===== src/rtl/cnn_layer_accel_result_packer.sv =====
// cnn_layer_accel_result_packer: packs 16-bit convolution results into 128-bit words with keep/last framing
module cnn_layer_accel_result_packer #(
  parameter int C_LANES = 8,
  parameter int C_DIM_W = 10
) (
  input  logic                   clk_if,
  input  logic                   rst,
  input  logic                   job_start,
  input  logic [C_DIM_W-1:0]     num_output_rows,
  input  logic [C_DIM_W-1:0]     num_output_cols,
  input  logic [C_DIM_W-1:0]     num_kernels,
  input  logic                   result_valid,
  output logic                   result_accept,
  input  logic [15:0]            result_data,
  output logic                   pack_valid,
  input  logic                   pack_ready,
  output logic [16*C_LANES-1:0]  pack_data,
  output logic [C_LANES-1:0]     pack_keep,
  output logic                   pack_last,
  output logic                   busy,
  output logic                   job_done
);
  localparam int TW = 3*C_DIM_W;
  localparam int LW = $clog2(C_LANES);
  typedef enum logic [1:0] {IDLE, COLLECT, FLUSH, DONE} state_t;
  state_t                 state;
  logic [TW-1:0]          total, res_cnt, job_total;
  logic [LW-1:0]          lane_cnt;
  logic [16*C_LANES-1:0]  acc, acc_nx;
  logic [C_LANES-1:0]     keep_acc, keep_nx;
  logic                   take, final_res, word_done;
  assign job_total     = TW'(num_output_rows) * TW'(num_output_cols) * TW'(num_kernels);
  assign result_accept = (state == COLLECT) && (!pack_valid || pack_ready);
  assign take          = result_accept && result_valid;
  assign final_res     = res_cnt == total - TW'(1);
  assign word_done     = take && (lane_cnt == LW'(C_LANES-1) || final_res);
  // accumulator image with the incoming result merged into the current lane
  always_comb begin
    acc_nx = acc;
    acc_nx[{lane_cnt, 4'b0000} +: 16] = result_data;
    keep_nx = keep_acc | (C_LANES'(1) << lane_cnt);
  end
  // job sequencing: config latch, result/lane counters, busy and done pulse
  always_ff @(posedge clk_if or negedge rst) begin
    if (!rst) begin
      state    <= IDLE;
      total    <= '0;
      res_cnt  <= '0;
      lane_cnt <= '0;
      busy     <= 1'b0;
      job_done <= 1'b0;
    end else begin
      job_done <= 1'b0;
      if (take) begin
        res_cnt  <= res_cnt + TW'(1);
        lane_cnt <= lane_cnt + LW'(1);
      end
      case (state)
        IDLE: if (job_start) begin
          total    <= job_total;
          res_cnt  <= '0;
          lane_cnt <= '0;
          state    <= job_total == '0 ? DONE : COLLECT;
          busy     <= job_total != '0;
          job_done <= job_total == '0;
        end
        COLLECT: if (take && final_res) state <= FLUSH;
        FLUSH: if (pack_valid && pack_ready) begin
          state    <= DONE;
          busy     <= 1'b0;
          job_done <= 1'b1;
        end
        default: state <= IDLE;
      endcase
    end
  end
  // lane accumulation and the output holding register with valid/ready handshake
  always_ff @(posedge clk_if or negedge rst) begin
    if (!rst) begin
      acc        <= '0;
      keep_acc   <= '0;
      pack_valid <= 1'b0;
      pack_data  <= '0;
      pack_keep  <= '0;
      pack_last  <= 1'b0;
    end else begin
      if (take) begin
        acc      <= word_done ? '0 : acc_nx;
        keep_acc <= word_done ? '0 : keep_nx;
      end
      if (word_done) begin
        pack_valid <= 1'b1;
        pack_data  <= acc_nx;
        pack_keep  <= keep_nx;
        pack_last  <= final_res;
      end else if (pack_ready) begin
        pack_valid <= 1'b0;
      end
    end
  end
endmodule

===== config.mk =====
export PLATFORM = sky130hd
export DESIGN_NAME = cnn_layer_accel_result_packer
export DESIGN_NICKNAME = d
export VERILOG_FILES = /design/src/rtl/cnn_layer_accel_result_packer.sv
export SDC_FILE = /design/constraint.sdc
export NUM_CORES = 1
export LEC_CHECK = 0
export ABC_AREA = 1
export BUFFER_PORTS_ARGS = -buffer_cell sky130_fd_sc_hd__buf_2
export CORE_MARGIN = 2
export CORE_UTILIZATION = 45
export CTS_CLUSTER_SIZE = 24
export DETAILED_ROUTE_END_ITERATION = 8
export GPL_TIMING_DRIVEN = 0
export PLACE_DENSITY = 0.7
export SYNTH_ARGS = -nofsm -noshare
export SYNTH_HDL_FRONTEND = slang
export SYNTH_SLANG_ARGS = --single-unit
export TNS_END_PERCENT = 100

===== constraint.sdc =====
create_clock -name clk_if -period 3.01 [get_ports clk_if]
set_clock_uncertainty 0.1 [all_clocks]
set_input_delay 0.301 -clock clk_if [delete_from_list [all_inputs] [get_ports clk_if]]
set_output_delay 0.301 -clock clk_if [all_outputs]
set_load 0.02 [all_outputs]

# Word-level counts from Yosys, hierarchy flattened
# Index checks and enable logic that the tools add are counted.
# totals
ff_bits	341
latchBits	0
ramBits	0
rom_bits	0
input_bits	51
word_cells	67
n_memories	0
# op_classes
addsub	4
n_mul	2
div	0
n_lt_le_gt_ge	0
eq_ne	7
shift	3
muxes	22
bitwise_logic	1
n_reduce_logical	16
# ops
op	count
$bwmux W128	1
$mux W128	1
$shift A16 B9 Y128 const A	1
$shiftx A16 B9 Y128	1
$mux W30	3
$add A30 B1 Y30 const B	1
$eq A30 B30 Y1	1
$logic_not A30 Y1	1
$mul A20 B10 Y30	1
$reduce_bool A30 Y1	1
$sub A30 B1 Y30 const B	1
$mul A10 B10 Y20	1
$mux W3	3
$neg A7 Y9	1
$mux W2	4
$mux W8	1
$or A8 B8 Y8	1
$shl A1 B3 Y8 const A	1
$mux W1	6
$pmux W2 S3	1
$reduce_and A3 Y1	2
$logic_and A1 B1 Y1	5
$ne A2 B2 Y1 const B	2
$pmux W1 S2	2
other kinds (10)	12

# Depth between registers and ports, before layout
# Gate-level depths: netlist (run 1).
# depth
ltp_word	7
ltp_mapped	49
mapped_depth_nobuf	48

# Worst setup path before layout (run 1)
# OpenSTA, ideal clock, no wires.
# synth_path
kind	input port to flip-flop
from	input num_output_rows[7]
to	register busy
arrival_time_ps	9022
t_required_ps	2784
path_slack_ps	-6238
stages	42
n_path_buf	1
cell_sequence	clkbuf_1 > nand2_1 > fa_1 > inv_1 > fa_1 > inv_1 > fa_1 > inv_1 > fa_1 > inv_1 > fa_1 > inv_1 > ha_1 > nand2_1 > nor4_1 > a21oi_1 > o21ai_0 > a21boi_0 > [6 not listed] > fa_1 > inv_1 > fa_1 > inv_1 > ha_1 > nand2_1 > nor2_1 > inv_1 > nor2_1 > nand4_1 > nand4_1 > nand2_1 > nor2_1 > nand3_1 > nor2_1 > nand2_1 > nand3_1 > o21ai_0
# synth_between
elab_chain_len	5
# synth_lines
item	line_no	text
start: declaration	9	input logic [C_DIM_W-1:0] num_output_rows,
$mul A10 B10 Y20	32	assign job_total = TW'(num_output_rows) * TW'(num_output_cols) * TW'(num_kernels);
$mul A20 B10 Y30	32	
$reduce_bool A30 Y1	64	busy <= job_total != '0;
$mux W1	59	IDLE: if (job_start) begin
$pmux W1 S2	58	case (state)
end signal: assignment	50	busy <= 1'b0;
end signal: assignment	64	
end signal: assignment	70	busy <= 1'b0;
end: declaration	20	output logic busy,
# No other way between the ends. The select of a mux whose other input is x is not followed.
# A chain may end at the register's enable or synchronous reset.

# Worst setup path in the final report (run 1)
# layout_path
from	input num_output_rows[8]
to	register busy
# The elaborated chain is that of the path after synthesis.

==> results of run 1 <==
==> cell type report <==
type / instances / area, um2
plain buffers: 150 / 1040
clock buffers: 56 / 1110
clock inverters: 12 / 156
fillers: 5363 / 26200
inverters: 503 / 1920
multi-input cells: 2593 / 17300
flip-flops and latches: 341 / 8530
well taps: 773 / 967
repair buffers: 257 / 1720
==> metrics by stage <==
step	cells	TNS, ns	cell area (um2)	setup WS, ns	hold WS (ns)
6_report	4685	-139.27	32700	-5.75	0.108
5_1_grt	4685	-147.30	32700	-6.13	0.167
4_1_cts	4644	-134.21	31700	-5.54	0.0837
3_5_place_dp	4528	-177.27	29400	-7.01	0.296
3_3_place_gp	4525	-1891.49	29300	-6.91	0.359
2_1_floorplan	3588	-138.67	27500	-5.68	-0.0946
==> worst max-delay path: cells and delay by family <==
kind / cells / cell delay (ns)
buf+inv: 11 / 0.87
compound gates: 3 / 0.41
xor+xnor: 1 / 0.13
simple gates: 15 / 1.70
fa+ha+maj: 12 / 5.66
==> worst paths after layout <==
path	startpoint	to	slack [ns]	cells past startpoint
max	num_output_rows[8]	busy	-5.75	42
max in group asynchronous	rst	res_cnt[5]	1.52	4
max reg2reg	lane_cnt[0]	pack_data[111]	0.13	8
min in group asynchronous	rst	pack_data[57]	0.26	3
min reg2reg	pack_data[13]	pack_data[13]	0.37	2
min	job_start	state[0]	0.11	5
==> timing repair <==
| action | 4_1_cts | 5_1_grt |
|---|---|---|
| endpoints found under the hold margin | 114 | 0 |
| resized for setup | 176 | 185 |
| buffers inserted | 46 | 42 |
| hold buffers | 2 | 0 |
| endpoints found under the setup margin | 296 | 310 |
| pin swaps | 72 | 112 |
| gates cloned | 0 | 0 |
==> state kept, by name, summed over array words and instances (netlist names) <==
register,flops
pack_keep,8
pack_valid,1
keep_acc,8
state,2
lane_cnt,3
res_cnt,30
job_done,1
total,30
acc,128
pack_data,128
busy,1
pack_last,1
==> cells by family (layout without fill, tap and decap cells) <==
kind of cell,after synthesis,in the layout,share of synthesized area
AO/OA/AOI/OAI,323,323,0.0629
flip-flops,341,341,0.319
AND/OR/NAND/NOR,1872,1872,0.284
buffers and inverters,654,978,0.0985
adder cells (fa/ha/maj),339,339,0.216
XOR/XNOR,59,59,0.0193
==> placed cells by master (no fill, tap or decap), types with 87 or more instances in the layout <==
master,n
buf_2,184
fa_1,194
nand3_1,188
nand2_1,1209
o21ai_0,157
dfrtp_1,341
inv_1,461
ha_1,87
clkbuf_1,91
nor2_1,240
==> routing by layer <==
metal  global-route usage  vias up
li1                     -    11597
met1                0.357    11730
met2                0.410      892
met3               0.0564      161
met4               0.0858        0
met5                    0        -
==> results.md, run 1 <==
* Chip Width at 248 um
* Final Critical Period at 8.76 ns
* Most common cell in the synthesized netlist: nand2_1
* Routed len/inst at 17.0 um
* TritonCTS buffer count at 39
* Clk_lat worst skew at 0.57 ns
* Root buffer cell: clkbuf_16
* DP HPWL at 60.2 mm
* GP Congestion at 0.950
* Leading cell types by count after synthesis: nand2_1, inv_1, dfrtp_1
* IO Port Bufs at 164
* FF+latch count, synth at 341
* Slew @ Worst Pin at 0.893 ns
* Synth area leader: dfrtp_1
* CTS tree: yes
* Chip Height at 248 um
* Status: finished, violations left
* DRT Pass-1 Iters at 6
* Critical Path AT at 9.11 ns
* Failing checks: setup timing
* I/O Pins at 192
* # clock sinks at 341
* Crit-path most repeated cell: fa_1
* Ys Warns at 0
* Largest net degree at the start of global routing at 121
* Final setup viols at 30
* Clk slew on worst S/H paths at 0.06 ns
* Element type at the critical path start: input pin
* DR iter-0 viols at 1980
* Overall routing resource usage at 0.260
* Pins Over Slew Limit at 0
* Setup slack after layout at -5.75 ns
* Maximum clock frequency at 114 MHz
* Max Used Layer: met4
* Unrepaired setup endpoints after global routing: yes
* Critical Path Fanout Max at 7
* CORE AREA at 58900 um2
* Area share of the largest cell type after synthesis at 0.319
* Initial antenna violation count at 0
* Cells after Synth at 3588
* Maximum clock insertion buffer count at 3
* Initial Util at 0.454
* EDFF count, synth at 0
* Synth top area cells: dfrtp_1, nand2_1, fa_1
* Slowest stage delay, CP at 0.55 ns
* Seq/Total Area, Yosys at 0.319
* Metal3 WL at 6.57 mm
* Post-synth cell types at 42
* Synth Net Count at 3978
* Final ANT Viol Nets at 0
* Mapped cell area at 26700 um2
* Slowest-stage cell, CP: fa_1
* Die area at 61400 um2
* WP data required at 3.35 ns
* Grt ovf at 0
* Crit Path Class: in -> reg
* M1 WL at 34.1 mm
* Vias at 24380
* Syn Area/Cell at 7.45 um2
* Detail-routed via count per cell at 5.20
* Final Cycle Share at 2.91
* Share of layout cells above drive strength 1 at 0.183
* # rows at 89
* Min-Delay Path Class: in -> reg
* Final wirelength at 79.5 mm
* Area Overhead vs Synth at 22.5%
* N_diodes at 0
* H-tree depth at 2
* Async SR Flop Fraction at 1.00
* Final hold vios at 0
* Met2 WL at 36.4 mm
* Nets at 4275
* Remaining routing DRC violations at 0
* Number of global-route vias before repair at 23814
* Main synth FF type: dfrtp_1
* Final core utilization at 0.556
* Max-cap violations at 0
* First-pass GRT wire length at 126 mm
* Worst slew margin at 0.405
* CP Capture Type: flip-flop
Power of run 1 is not shown: default switching activity piles up to over one toggle a cycle in this logic, so the estimate is an artifact.
==> inputs of run 2 (changes only) <==
--- a/config.mk
+++ b/config.mk
@@ -7,6 +7,7 @@
 export LEC_CHECK = 0
 export ABC_AREA = 1
 export BUFFER_PORTS_ARGS = -buffer_cell sky130_fd_sc_hd__buf_2
+export CORE_ASPECT_RATIO = 0.75
 export CORE_MARGIN = 2
 export CORE_UTILIZATION = 45
 export CTS_CLUSTER_SIZE = 24
==> run 2 against run 1 <==
Against the previous run: the flow still finishes with violations (setup timing); via count up 2.6%; sequential share of layout area down 0.20 points; non-clock buffer count up 23; wire length up 6.0%; fmax down 0.27%; flip-flop and latch count unchanged; clock-buffer cell count down 16; core utilization up 0.47 points; critical path depth up 4; final cell count up 0.62%; highest routed layer is now met5.
==> results.md, run 2 (synthesis gave the netlist of run 1 again) <==
* Status: finished, violations left
* Slew @ Worst Pin at 0.837 ns (-0.0555 ns)
* CORE AREA at 58900 um2 (about the same)
* Element type at the critical path start: input pin
* Setup slack, reg-to-reg at 0.14 ns (about the same)
* Nets at 4291 (+0.37%)
* Initial Util at 0.454 (about the same)
* Grt ovf at 0 (unchanged)
* Chip Height at 215 um (-13%)
* Clk slew on worst S/H paths at 0.07 ns (about the same)
* DP Cell Count at 4545 (+0.38%)
* Slowest stage delay, CP at 0.58 ns (+0.03 ns)
* Maximum clock frequency at 114 MHz (-0.27%)
* Metal3 WL at 9.23 mm (+41%)
* Largest net degree at the start of global routing at 118 (-2.5%)
* Final setup viols at 30 (unchanged)
* Critical Path AT at 9.20 ns (+0.09 ns)
* DRT Pass-1 Iters at 6 (unchanged)
* DR iter-0 viols at 2761 (+39%)
* Maximum clock insertion buffer count at 3 (unchanged)
* Placed inst area at 29400 um2 (about the same)
* Largest regs: acc (128), pack_data (128)
* WP data required at 3.43 ns (+0.08 ns)
* Initial antenna violation count at 0 (unchanged)
* I/O Pins at 192 (unchanged)
* First-pass GRT wire length at 132 mm (+5.2%)
* Crit-path most repeated cell: fa_1
* Chip Width at 285 um (+15%)
* Final hold vios at 0 (unchanged)
* # rows at 77 (-13%)
* Final Critical Period at 8.79 ns (+0.0239 ns)
* GP Congestion at 0.985 (+3.7%)
* Top delay family on crit path: adder cells
* M1 WL at 38.9 mm (+14%)
* Layout Cells excl Fill at 4714 (+0.62%)
* Area Overhead vs Synth at 23.4%
* # clock sinks at 341 (unchanged)
* Unrepaired setup endpoints after global routing: yes
* Overall routing resource usage at 0.271 (+0.0113)
* Crit. path cell count at 46 (+9.5%)
* Final Cycle Share at 2.92 (+0.00794)
* Commonest non-fill, non-tap cell in the layout: nand2_1
* Crit Path Class: in -> reg
* CP Capture Type: flip-flop
* Pre-CTS WS at -6.95 ns (+0.0609 ns)
* Failing checks: setup timing
* Buf/Inv on CP at 12 (+1)
* Detail-routed via count per cell at 5.31 (+2.0%)
* Final ANT Viol Nets at 0 (unchanged)
* Min-Delay Path Class: in -> async
* DP HPWL at 63.5 mm (+5.4%)
* Max Used Layer: met5
* CTS tree: yes
* Routed len/inst at 17.9 um (+5.4%)
* Multi-input logic area at 17500 um2 (+1.4%)
* Met2 WL at 34.6 mm (-4.9%)
* Root buffer cell: clkbuf_16
* H-tree depth at 1 (-1)
* IO Port Bufs at 164 (unchanged)
* FF-to-FF path depth at 16 (+8)
* Worst slew margin at 0.442 (+0.0370)
* Clk_lat worst skew at 0.59 ns (+0.02 ns)
* Pins Over Slew Limit at 0 (unchanged)
* Capturing point of the worst reg2reg path: pack_data[85]
* Fill cells at 5288 (-1.4%)
* Share of layout cells above drive strength 1 at 0.200 (+0.0165)
* Post-route cell area at 33000 um2 (+0.78%)
* Critical Path Fanout Max at 5 (-2)
* Setup slack after layout at -5.78 ns (-0.0239 ns)
* Vias at 25018 (+2.6%)
* Max-cap violations at 0 (unchanged)
* Die area at 61400 um2 (about the same)
* N_diodes at 0 (unchanged)
* Final wirelength at 84.3 mm (+6.0%)
* Register area at 8530 um2 (unchanged)
* Most frequent cells in the layout: nand2_1, inv_1, dfrtp_1, nor2_1, fa_1
* Setup crit end: state[1]
* Crit path launch: num_output_cols[1]
* Number of global-route vias before repair at 24220 (+1.7%)
* Slowest-stage cell, CP: fa_1
* Origin of the critical flop-to-flop path: total[1]
* Remaining routing DRC violations at 0 (unchanged)
* TritonCTS buffer count at 31 (-21%)
run 2: stage by stage:
stage	util	hold WS, ns	TNS (ns)
final	0.560	0.0207	-140.68
after global placement	0.498	0.359	-1911.60
after floorplan	-	-0.0946	-138.67
after CTS	0.546	0.0231	-144.56
after detailed placement	0.499	0.0407	-212.33
after global routing	0.560	0.0392	-147.93
run 2: final cells by class:
type,count,area share
buffer,148,0.0313
clock buffer,40,0.0267
clock inverter,16,0.00542
inverter,503,0.0586
multi-input combinational,2594,0.531
sequential,341,0.259
tap,790,0.0300
timing repair buffer,282,0.0579
run 2: metal layers:
layer / vias up / GRT usage
met2: 1136 / 0.382
met4: 2 / 0.0492
met1: 12128 / 0.422
met3: 117 / 0.0675
li1: 11635 / -
met5: - / 0.00781
run 2: how the worst min path moves through the flow:
stage / startpoint / endpoint / cells after the start
final: rst / acc[69] / 2
after global routing: rst / acc[69] / 2
after detailed placement: rst / pack_data[70] / 1
after CTS: rst / acc[69] / 2
after floorplan: rst / acc[0] / 0
after global placement: pack_data[77] / pack_data[77] / 2
run 2: worst reg2reg max path, delay by kind of cell (launching register included):
kind                     cells  cell delay, ns
AO/OA/AOI/OAI                1            0.29
adder cells (fa/ha/maj)      1            0.18
buffers and inverters        4            0.57
flip-flops                   1            0.42
AND/OR/NAND/NOR             10            1.20
run 2: repair_timing:
item                                    CTS  global route
hold endpoints to repair                130             0
gates resized for setup                 251           217
pin swaps                               102            92
setup buffers                            86            39
gates cloned                              1             0
endpoints found under the setup margin  311           315
hold buffers                              2             0
Power of run 2 is left out for the same reason.
